## config.mk

```make
export PLATFORM = sky130hd
export DESIGN_NAME = hex_keypad_scanner
export DESIGN_NICKNAME = d
export VERILOG_FILES = /design/src/rtl/hex_keypad_pkg.sv /design/src/rtl/hex_keypad_scanner_fsm.sv /design/src/rtl/hex_keypad_scanner.sv
export SDC_FILE = /design/constraint.sdc
export NUM_CORES = 1
export LEC_CHECK = 0
export BUFFER_PORTS_ARGS = -buffer_cell sky130_fd_sc_hd__buf_2
export CAP_MARGIN = 5
export CORE_MARGIN = 1
export CORE_UTILIZATION = 45
export DETAILED_ROUTE_END_ITERATION = 12
export SETUP_SLACK_MARGIN = 0.05
export SYNTH_ARGS = -nofsm -noshare
export SYNTH_HDL_FRONTEND = slang
export SYNTH_SLANG_ARGS = --single-unit
```

## constraint.sdc

```tcl
create_clock -name i_clk -period 14.7 [get_ports i_clk]
set_clock_uncertainty 0.15 [all_clocks]
set_input_delay 1.47 -clock i_clk [delete_from_list [all_inputs] [get_ports i_clk]]
set_output_delay 1.47 -clock i_clk [all_outputs]
set_load 0.02 [all_outputs]
```

## src/rtl/hex_keypad_pkg.sv

```systemverilog
// Shared types and the physical key layout for the 4x4 hex keypad scanner.
// The layout function maps a (row, col) crossing to the legend printed on that key.
package hex_keypad_pkg;

    typedef enum logic [1:0] {
        IDLE     = 2'd0,
        DEBOUNCE = 2'd1,
        PRESSED  = 2'd2,
        RELEASE  = 2'd3
    } kp_state_t;

    typedef enum logic [1:0] {
        CLS_NONE   = 2'd0,
        CLS_SINGLE = 2'd1,
        CLS_MULTI  = 2'd2
    } frame_class_t;

    localparam int DEF_SCAN_DIV_BITS  = 16;
    localparam int DEF_DEBOUNCE_SCANS = 4;

    function automatic logic [3:0] key_map(input logic [1:0] row, input logic [1:0] col);
        logic [3:0] code;
        code = 4'h0;
        case ({row, col})
            4'h0: code = 4'h1;
            4'h1: code = 4'h2;
            4'h2: code = 4'h3;
            4'h3: code = 4'hA;
            4'h4: code = 4'h4;
            4'h5: code = 4'h5;
            4'h6: code = 4'h6;
            4'h7: code = 4'hB;
            4'h8: code = 4'h7;
            4'h9: code = 4'h8;
            4'hA: code = 4'h9;
            4'hB: code = 4'hC;
            4'hC: code = 4'h0;
            4'hD: code = 4'hF;
            4'hE: code = 4'hE;
            4'hF: code = 4'hD;
        endcase
        return code;
    endfunction

endpackage

```

## src/rtl/hex_keypad_scanner_fsm.sv

```systemverilog
// Frame-rate debounce state machine: turns per-frame classifications into
// accepted key events, a held flag and the code of the last accepted key.
module keypad_debounce_fsm
    import hex_keypad_pkg::*;
#(
    parameter int DEBOUNCE_SCANS = DEF_DEBOUNCE_SCANS
) (
    input  logic       i_clk,
    input  logic       i_rst,
    input  logic       i_frame_end,
    input  logic [1:0] i_class,
    input  logic [3:0] i_code,
    output logic       o_key_valid,
    output logic [3:0] o_key_code,
    output logic       o_key_held,
    output logic       o_accept,
    output logic [3:0] o_accept_code
);

    localparam logic [3:0] LP_TARGET = 4'(DEBOUNCE_SCANS);

    kp_state_t    r_state;
    kp_state_t    w_state_next;
    logic [3:0]   r_cnt;
    logic [3:0]   w_cnt_next;
    logic [3:0]   w_cnt_inc;
    logic [3:0]   r_cand;
    logic [3:0]   w_cand_next;
    logic [3:0]   r_key_code;
    logic         r_key_valid;
    logic         w_accept;
    frame_class_t w_class;

    assign w_class   = frame_class_t'(i_class);
    assign w_cnt_inc = (r_cnt >= LP_TARGET) ? LP_TARGET : r_cnt + 4'd1;

    always_ff @(posedge i_clk or posedge i_rst) begin
        if (i_rst) begin
            r_state     <= IDLE;
            r_cnt       <= 4'd0;
            r_cand      <= 4'd0;
            r_key_valid <= 1'b0;
            r_key_code  <= 4'd0;
        end else begin
            r_state     <= w_state_next;
            r_cnt       <= w_cnt_next;
            r_cand      <= w_cand_next;
            r_key_valid <= w_accept;
            if (w_accept) begin
                r_key_code <= r_cand;
            end
        end
    end

    // A mismatching frame during debounce is discarded, not used as a new candidate.
    always_comb begin
        w_state_next = r_state;
        w_cnt_next   = r_cnt;
        w_cand_next  = r_cand;
        w_accept     = 1'b0;
        if (i_frame_end) begin
            case (r_state)
                IDLE: begin
                    if (w_class == CLS_SINGLE) begin
                        w_state_next = DEBOUNCE;
                        w_cand_next  = i_code;
                        w_cnt_next   = 4'd1;
                    end
                end
                DEBOUNCE: begin
                    if (w_class == CLS_SINGLE && i_code == r_cand) begin
                        w_cnt_next = w_cnt_inc;
                        if (w_cnt_inc == LP_TARGET) begin
                            w_state_next = PRESSED;
                            w_accept     = 1'b1;
                        end
                    end else begin
                        w_state_next = IDLE;
                        w_cnt_next   = 4'd0;
                    end
                end
                PRESSED: begin
                    if (w_class == CLS_NONE) begin
                        w_state_next = RELEASE;
                        w_cnt_next   = 4'd1;
                    end
                end
                RELEASE: begin
                    if (w_class == CLS_NONE) begin
                        w_cnt_next = w_cnt_inc;
                        if (w_cnt_inc == LP_TARGET) begin
                            w_state_next = IDLE;
                            w_cnt_next   = 4'd0;
                        end
                    end else begin
                        w_state_next = PRESSED;
                    end
                end
                default: begin
                    w_state_next = IDLE;
                end
            endcase
        end
    end

    assign o_key_valid   = r_key_valid;
    assign o_key_code    = r_key_code;
    assign o_key_held    = (r_state == PRESSED) || (r_state == RELEASE);
    assign o_accept      = w_accept;
    assign o_accept_code = r_cand;

endmodule

```

## src/rtl/hex_keypad_scanner.sv

```systemverilog
// 4x4 hex keypad scanner: row walker, column synchronizer, per-frame press map,
// classification and the four-key entry shift register.
module hex_keypad_scanner
    import hex_keypad_pkg::*;
#(
    parameter int SCAN_DIV_BITS  = DEF_SCAN_DIV_BITS,
    parameter int DEBOUNCE_SCANS = DEF_DEBOUNCE_SCANS
) (
    input  logic        i_clk,
    input  logic        i_rst,
    output logic [3:0]  o_rows,
    input  logic [3:0]  i_cols,
    input  logic        i_entry_clr,
    output logic [3:0]  o_key_code,
    output logic        o_key_valid,
    output logic        o_key_held,
    output logic [15:0] o_entry
);

    logic [SCAN_DIV_BITS-1:0] r_div;
    logic [1:0]               r_row_idx;
    logic [3:0]               r_cols_meta;
    logic [3:0]               r_cols_sync;
    logic [15:0]              r_press_map;
    logic [15:0]              r_entry;
    logic                     w_dwell_end;
    logic                     w_frame_end;
    logic [15:0]              w_full_map;
    logic [4:0]               w_hit_count;
    logic [3:0]               w_hit_idx;
    frame_class_t             w_class;
    logic [3:0]               w_code;
    logic                     w_accept;
    logic [3:0]               w_accept_code;

    assign w_dwell_end = &r_div;
    assign w_frame_end = w_dwell_end && (r_row_idx == 2'd3);

    always_ff @(posedge i_clk or posedge i_rst) begin
        if (i_rst) begin
            r_div     <= '0;
            r_row_idx <= 2'd0;
        end else begin
            r_div <= r_div + SCAN_DIV_BITS'(1);
            if (w_dwell_end) begin
                r_row_idx <= r_row_idx + 2'd1;
            end
        end
    end

    assign o_rows = ~(4'b0001 << r_row_idx);

    // Idle columns read high, so the synchronizer resets to "nothing pressed".
    always_ff @(posedge i_clk or posedge i_rst) begin
        if (i_rst) begin
            r_cols_meta <= 4'hF;
            r_cols_sync <= 4'hF;
        end else begin
            r_cols_meta <= i_cols;
            r_cols_sync <= r_cols_meta;
        end
    end

    // Map view that already includes the sample being taken this cycle.
    genvar gi;
    generate
        for (gi = 0; gi < 4; gi++) begin : g_row_slice
            assign w_full_map[gi*4 +: 4] =
                (w_dwell_end && (r_row_idx == 2'(gi))) ? ~r_cols_sync : r_press_map[gi*4 +: 4];
        end
    endgenerate

    always_ff @(posedge i_clk or posedge i_rst) begin
        if (i_rst) begin
            r_press_map <= 16'h0000;
        end else if (w_frame_end) begin
            r_press_map <= 16'h0000;
        end else if (w_dwell_end) begin
            r_press_map <= w_full_map;
        end
    end

    always_comb begin
        w_hit_count = 5'd0;
        w_hit_idx   = 4'd0;
        for (int i = 0; i < 16; i++) begin
            if (w_full_map[i]) begin
                w_hit_count = w_hit_count + 5'd1;
                w_hit_idx   = 4'(i);
            end
        end
        if (w_hit_count == 5'd0) begin
            w_class = CLS_NONE;
        end else if (w_hit_count == 5'd1) begin
            w_class = CLS_SINGLE;
        end else begin
            w_class = CLS_MULTI;
        end
        w_code = key_map(w_hit_idx[3:2], w_hit_idx[1:0]);
    end

    keypad_debounce_fsm #(
        .DEBOUNCE_SCANS(DEBOUNCE_SCANS)
    ) u_fsm (
        .i_clk         (i_clk),
        .i_rst         (i_rst),
        .i_frame_end   (w_frame_end),
        .i_class       (w_class),
        .i_code        (w_code),
        .o_key_valid   (o_key_valid),
        .o_key_code    (o_key_code),
        .o_key_held    (o_key_held),
        .o_accept      (w_accept),
        .o_accept_code (w_accept_code)
    );

    // A clear coinciding with an acceptance wipes the history before the new key lands.
    always_ff @(posedge i_clk or posedge i_rst) begin
        if (i_rst) begin
            r_entry <= 16'h0000;
        end else if (w_accept) begin
            r_entry <= {(i_entry_clr ? 12'h000 : r_entry[11:0]), w_accept_code};
        end else if (i_entry_clr) begin
            r_entry <= 16'h0000;
        end
    end

    assign o_entry = r_entry;

endmodule

```

After elaboration in Yosys (flattened, before gate mapping)
Memories as Yosys holds them, arrays and structs flattened.
Cells that the tools add are included.
- memories: 1
- input port bits: 7
- output and inout bits: 26
- ROM bits: 64
- word-level logic and storage cells: 125
- flip-flop bits (word level): 73
- memories (memory ; words ; bits a word ; rd ports ; clocked after memory_dff ; wr ports ; RTL line ; RTL):
    (no name shown) ; 16 ; 4 ; 1 ; 0 ; 0 ; hex_keypad_pkg.sv:24 ; case ({row, col})
- reductions and logical operators: 16
- $add $sub $neg: 18
- bitwise gates (word level): 2
- $lt $le $gt $ge: 1
- shift operators: 1
- multiplexer cells: 60
- equal/unequal tests: 15
- operators by type and width (kind ; count):
    $mux W4 ; 24
    $add A5 B1 Y5 const B ; 15
    $mux W5 ; 15
    $mux W16 ; 4
    $add A16 B1 Y16 const B ; 1
    $mux W2 ; 8
    $pmux W4 S4 ; 1
    $reduce_and A16 Y1 ; 1
    $mux W12 ; 1
    $eq A2 B2 Y1 const B ; 4
    $not A4 Y4 ; 2
    $pmux W2 S4 ; 1
    $eq A2 B1 Y1 const B ; 3
    $logic_not A2 Y1 ; 3
    $mux W1 ; 6
    $ne A2 B1 Y1 const B ; 3
    $eq A5 B1 Y1 const B ; 1
    $logic_and A1 B1 Y1 ; 5
    $logic_not A5 Y1 ; 1
    $reduce_and A5 Y1 ; 1
    $add A4 B1 Y4 const B ; 1
    $eq A4 B3 Y1 const B ; 1
    $eq A4 B4 Y1 ; 1
    $ge A4 B3 Y1 const B ; 1
    8 further kinds ; 9

Depth between registers and ports, before layout
- word-level depth: 43
- depth in mapped cells: 59
- depth with buffers taken out: 58

Hierarchy
From an unflattened synthesis, not the netlist that was laid out.
- cells, all modules: 568
- area, all modules: 5386.4 um^2
- modules (own cells, without submodules) (module ; times used ; cells each ; area each (um^2) ; seq. area each (um^2)):
    hex_keypad_scanner ; 1 ; 503 ; 4603.2 ; 1461.4
    keypad_debounce_fsm ; 1 ; 65 ; 783.3 ; 375.4

Least setup slack after synthesis
No wires, ideal clock.
- kind: register to register
- start point: register r_div[0]
- end point: register u_fsm.r_cand[0] (netlist: u_fsm.o_accept_code[0])
- slack: 3.365 ns
- cell stages (with the launch flop): 55
- buffers on the path: 1
- required time: 14.425 ns
- library setup time: 0.125 ns
- data arrival time: 11.060 ns
- period minus slack after synthesis: 11.335 ns
- cell sequence: dfrtp_1 > ha_1 > nand4_1 > or4_1 > buf_6 > nand2_1 > o21ai_0 > ha_1 > xnor2_1 > ha_1 > nor2_1 > a21o_1 > inv_1 > ha_1 > mux2_2 > ha_1 > a221oi_1 > o21ai_2 > [... 19 more ...] > ha_1 > o21ai_0 > o21ba_2 > ha_1 > nand2_1 > nand2_1 > ha_1 > nor2b_1 > a21oi_1 > ha_1 > nand2_1 > nor2_1 > nand3_1 > o2111a_1 > nor3_4 > nand3_2 > or3_4 > mux2_4
- cells in the longest elaborated chain, start to end: 39
- elaborated cells between the ends (all ways): 62
- classes of those cells: add/sub: 15; eq/ne: 2; mux: 37; reduce/logical: 7; memory: 1
- ends and longest elaborated chain (what ; RTL line ; RTL):
    start, declared ; hex_keypad_scanner.sv:20 ; logic [SCAN_DIV_BITS-1:0] r_div;
    start signal, assigned ; hex_keypad_scanner.sv:44 ; r_div <= r_div + SCAN_DIV_BITS'(1);
    $reduce_and A16 Y1 * ; hex_keypad_scanner.sv:36 ; assign w_dwell_end = &r_div;
    $logic_and A1 B1 Y1 ; hex_keypad_scanner.sv:69 ; (w_dwell_end && (r_row_idx == 2'(gi))) ? ~r_cols_sync : r_press_map[gi*4 +: 4];
    $mux W4 ; hex_keypad_scanner.sv:69 ;
    $mux W1 ; hex_keypad_scanner.sv:87 ; if (w_full_map[i]) begin
    $add A5 B1 Y5 ; hex_keypad_scanner.sv:88 ; w_hit_count = w_hit_count + 5'd1;
    $mux W5 ; hex_keypad_scanner.sv:87 ;
    $add A5 B1 Y5 ; hex_keypad_scanner.sv:88 ;
    $mux W5 ; hex_keypad_scanner.sv:87 ;
    [... 23 more ...] ; - ;
    $mux W5 ; hex_keypad_scanner.sv:87 ;
    $add A5 B1 Y5 ; hex_keypad_scanner.sv:88 ;
    $mux W5 ; hex_keypad_scanner.sv:87 ;
    $eq A5 B1 Y1 ; hex_keypad_scanner.sv:94 ; end else if (w_hit_count == 5'd1) begin
    $mux W2 ; hex_keypad_scanner.sv:94 ;
    $mux W2 ; hex_keypad_scanner.sv:92 ; if (w_hit_count == 5'd0) begin
    $eq A2 B1 Y1 ; hex_keypad_scanner_fsm.sv:64 ; if (w_class == CLS_SINGLE) begin
    $reduce_and A3 Y1 (no line) ; - ;
    end signal, assigned ; hex_keypad_scanner_fsm.sv:47 ; r_cand <= w_cand_next;
    end, declared ; hex_keypad_scanner_fsm.sv:27 ; logic [3:0] r_cand;
Every way passes the cells marked *; elsewhere a longest branch is shown, timed or not.
A chain may end at the register's enable or synchronous reset.

Worst setup path after layout
- start point: register r_div[0]
- end point: register r_entry[3] (netlist: o_entry[3])
- cells in the longest elaborated chain, start to end: 43
- elaborated cells between the ends (all ways): 68
- classes of those cells: add/sub: 15; eq/ne: 3; mux: 41; reduce/logical: 8; memory: 1
- ends and longest elaborated chain (what ; RTL line ; RTL):
    $reduce_and A16 Y1 * ; hex_keypad_scanner.sv:36 ;
    $logic_and A1 B1 Y1 ; hex_keypad_scanner.sv:69 ;
    $mux W4 ; hex_keypad_scanner.sv:69 ;
    $mux W1 ; hex_keypad_scanner.sv:87 ;
    $add A5 B1 Y5 ; hex_keypad_scanner.sv:88 ;
    $mux W5 ; hex_keypad_scanner.sv:87 ;
    $add A5 B1 Y5 ; hex_keypad_scanner.sv:88 ;
    $mux W5 ; hex_keypad_scanner.sv:87 ;
    [... 27 more ...] ; - ;
    $mux W2 ; hex_keypad_scanner.sv:94 ;
    $mux W2 ; hex_keypad_scanner.sv:92 ;
    $eq A2 B1 Y1 ; hex_keypad_scanner_fsm.sv:71 ; if (w_class == CLS_SINGLE && i_code == r_cand) begin
    $logic_and A1 B1 Y1 ; hex_keypad_scanner_fsm.sv:71 ;
    $mux W1 ; hex_keypad_scanner_fsm.sv:71 ;
    $mux W1 ; hex_keypad_scanner_fsm.sv:62 ; case (r_state)
    $mux W1 * ; hex_keypad_scanner_fsm.sv:61 ; if (i_frame_end) begin
    $mux W16 / $reduce_bool A2 Y1 (equally long branches) ; - ;
    end signal, assigned ; hex_keypad_scanner.sv:122 ; r_entry <= {(i_entry_clr ? 12'h000 : r_entry[11:0]), w_accept_code};
    end, declared ; hex_keypad_scanner.sv:25 ; logic [15:0] r_entry;
Marks and branches as above.

==> flow_metrics.py <==
metrics = {
    "outcome": {
        "status": "finished, final reports clean",
    },
    "place": {
        "gp_congestion": 0.892,
        "portBuffers": 32,
        "placed_area_um2": 5990,
        "hpwl_um": 9990,
        "pre_cts_ws_ns": 1.94,
    },
    "routing": {
        "via_count": 4695,
        "drt_iter0_drc": 359,
        "viasPerCell": 5.66,
        "drc": 0,
        "post_drt_wl_per_cell_um": 16.0,
        "drt_wl_total_um": 13200,
        "ant_nets": 0,
        "firstDrtPassIters": 5,
    },
    "layout": {
        "regArea_um2": 1840,
        "post-route-util_pct": 51.7,
        "syn2layout_area_growth_pct": 10.5,
        "finalNetCount": 687,
        "drive_above_1_share_pct": 15.7,
        "diodes": 0,
        "multiInputGateArea_um2": 3620,
        "n_fill_cell": 1175,
        "fin_area_um2": 6290,
    },
    "clock_network": {
        "cts_resized": 0,
        "post_cts_buffers": 0,
        "cts.sink_count": 73,
        "cts.path.max_buffers": 2,
        "worstSkewPairLatency_ns": 0.34,
        "htree_levels": 3,
        "root_buffer": "clkbuf_16",
        "cts_buffers": 9,
        "clk_pin_slew_worst_paths_ns": 0.06,
        "cts_hold_buffers": 0,
        "cts_tree": "yes",
    },
    "timing": {
        "rsz0062_at_grt": "false",
        "setup_ws_ns": 1.84,
        "fin_crit_ns": 12.86,
        "timing.fmax_mhz": 77.8,
        "hold_viol": 0,
        "report.final.slew_viol_count": 0,
        "slew_headroom_pct": 35.5,
        "fin_tns_setup_ns": 0,
        "setup-violations-final": 0,
        "worst-slew-pin-transition_ns": 0.959,
        "post-route-period-util_pct": 87.5,
        "hold_slack_ns": 0.205,
    },
    "pwr": {
        "vdd_drop_max_uv": 73.3,
        "pwr_density_cell_nw_per_um2": 69.4,
        "p_leak_nw": 3.07,
    },
    "yosys": {
        "synth-edff-count": 0,
        "yosysSeqAreaShare_pct": 32.3,
        "netlist_instances": 631,
        "synthArstFlopShare_pct": 100,
        "synth.distinct_cells": 76,
        "synth.area.top_cells": "dfrtp_1 (29%), mux2i_1 (5.6%), ha_1 (5.3%)",
        "synth_area_um2": 5690,
        "synth_flop_cell": "dfrtp_1",
        "synthesis.nets": 662,
        "synth_top_area_share_pct": 28.6,
        "yosys_warnings": 0,
        "ys_seq_elements": 73,
        "postSynthAreaPerCell_um2": 9.02,
        "synth.largest_area_cell": "dfrtp_1",
    },
    "setup_path": {
        "cp_max_fo": 17,
        "arrival_ns": 12.94,
        "cp_slowest_cell": "or4_1",
        "critical_path_buf_inv_count": 3,
        "crit_top_cell": "ha_1",
        "start_kind": "flip-flop",
        "crit_family": "adder cells",
        "end_kind": "flip-flop",
        "slowest_delay_ns": 0.77,
        "required_ns": 14.78,
        "crit_type": "reg2reg",
    },
    "floorplanning": {
        "core-area_um2": 12200,
        "die_x_um": 114,
        "io-pin-count": 33,
        "initial_core_util_pct": 46.8,
        "chipHeight_um": 114,
        "rows": 40,
        "dieArea_um2": 13100,
    },
    "run": {
        "cap_violations": 0,
    },
    "global_route": {
        "grt.total_usage_pct": 21.3,
        "grt_pass1_vias": 4374,
        "grt_max_degree": 74,
        "grt_pass1_wl_um": 22000,
        "overflow": 0,
        "antenna_found_initial": 0,
    },
    "hold_path": {
        "hp-class": "reg2reg",
    },
}
-- metal layers --
metal	vias to the layer above	GRT usage, %	wire, um
li1	2315	-	-
met1	2254	29.5	6480
met5	-	0	0
met4	0	6.75	179
met2	112	34.2	6020
met3	14	3.07	536
-- synthesized netlist by cell type, types with 4 or more instances --
cell type and count:
a22o_1 5, and3_1 7, and4_1 9, nor2_1 56
nand2_1 65, dfrtp_1 65, xor2_1 23, o21ai_0 37
and2_1 5, xnor2_1 33, dfstp_2 8, nand4_1 17
o31ai_1 4, nand3_1 21, a21o_1 4, o21a_1 4
nand2b_1 4, a31oi_1 11, mux2i_1 32, mux2_4 6
nor2b_1 4, xnor2_2 4, a21oi_1 27, ha_1 24
clkbuf_1 14, mux2_2 9, nor4_1 9, nor3_1 18
inv_1 34
-- power by group --
| part | leakage (nW) | switching, mW | internal (mW) |
|---|---|---|---|
| combinational | 1.95 | 0.00662 | 0.00174 |
| sequential | 0.978 | 0.00246 | 0.203 |
| clock | 0.144 | 0.0898 | 0.133 |
-- registers in the layout (all words and copies together) (netlist names) --
signal and flops:
o_entry 16, r_cols_meta 4, r_cols_sync 4, r_div 16, r_press_map 16, r_row_idx 2
u_fsm.o_accept_code 4, u_fsm.o_key_code 4, u_fsm.o_key_valid 1, u_fsm.r_cnt 4, u_fsm.r_state 2
-- cells by family after synthesis --
group | count (synthesis) | synth area share [%]
compound gates | 126 | 14.3
mux | 49 | 9.62
fa+ha+maj | 24 | 5.27
simple gates | 234 | 21.1
buf+inv | 57 | 4.22
xor+xnor | 68 | 13.3
flops | 73 | 32.3
-- through the flow --
stage,power (mW),std cells
after floorplan,0.214,631
after global placement,0.218,813
after detailed placement,0.218,813
after CTS,0.443,829
after global routing,0.451,829
final,0.437,829
-- layout make-up --
| type | count | share of cell area, % |
|---|---|---|
| Tap cell | 168 | 3.34 |
| Sequential cell | 73 | 29.2 |
| Clock inverter | 7 | 1.25 |
| Inverter | 35 | 2.09 |
| Multi-Input combinational cell | 501 | 57.5 |
| Clock buffer | 9 | 3.58 |
| Timing Repair Buffer | 36 | 3.02 |
-- worst paths after layout --
check | end | startpoint | slack (ns) | cells past startpoint
max | o_entry[3] | r_div[0] | 1.84 | 54
min | r_cols_sync[3] | r_cols_meta[3] | 0.21 | 0
max reg2reg | o_entry[3] | r_div[0] | 1.84 | 54
min reg2reg | r_cols_sync[3] | r_cols_meta[3] | 0.21 | 0
max in group asynchronous | r_press_map[4] | i_rst | 12.56 | 3
min in group asynchronous | r_div[7] | i_rst | 1.25 | 3
-- worst reg2reg max path, delay by kind of cell (launching register included) --
family | cells | cell delay, ns
flip-flops | 1 | 0.39
AND/OR/NAND/NOR | 19 | 3.52
multiplexers | 2 | 0.53
adder cells (fa/ha/maj) | 15 | 4.43
AO/OA/AOI/OAI | 15 | 3.45
buffers and inverters | 3 | 0.28
-- layout by cell type, fill, tap and decap left out, types with 6 or more instances in the layout --
cell type and count:
nand2_1 65, dfrtp_1 65, nor2_1 56, o21ai_0 37, inv_1 33, xnor2_1 33
mux2i_1 32, buf_2 32, a21oi_1 27, ha_1 24, xor2_1 23, nand3_1 21
nor3_1 18, nand4_1 17, a31oi_1 11, and4_1 9, mux2_2 9, nor4_1 9
clkbuf_16 9, dfstp_2 8, and3_1 7, mux2_4 6
(Power assumes the default switching activity.)
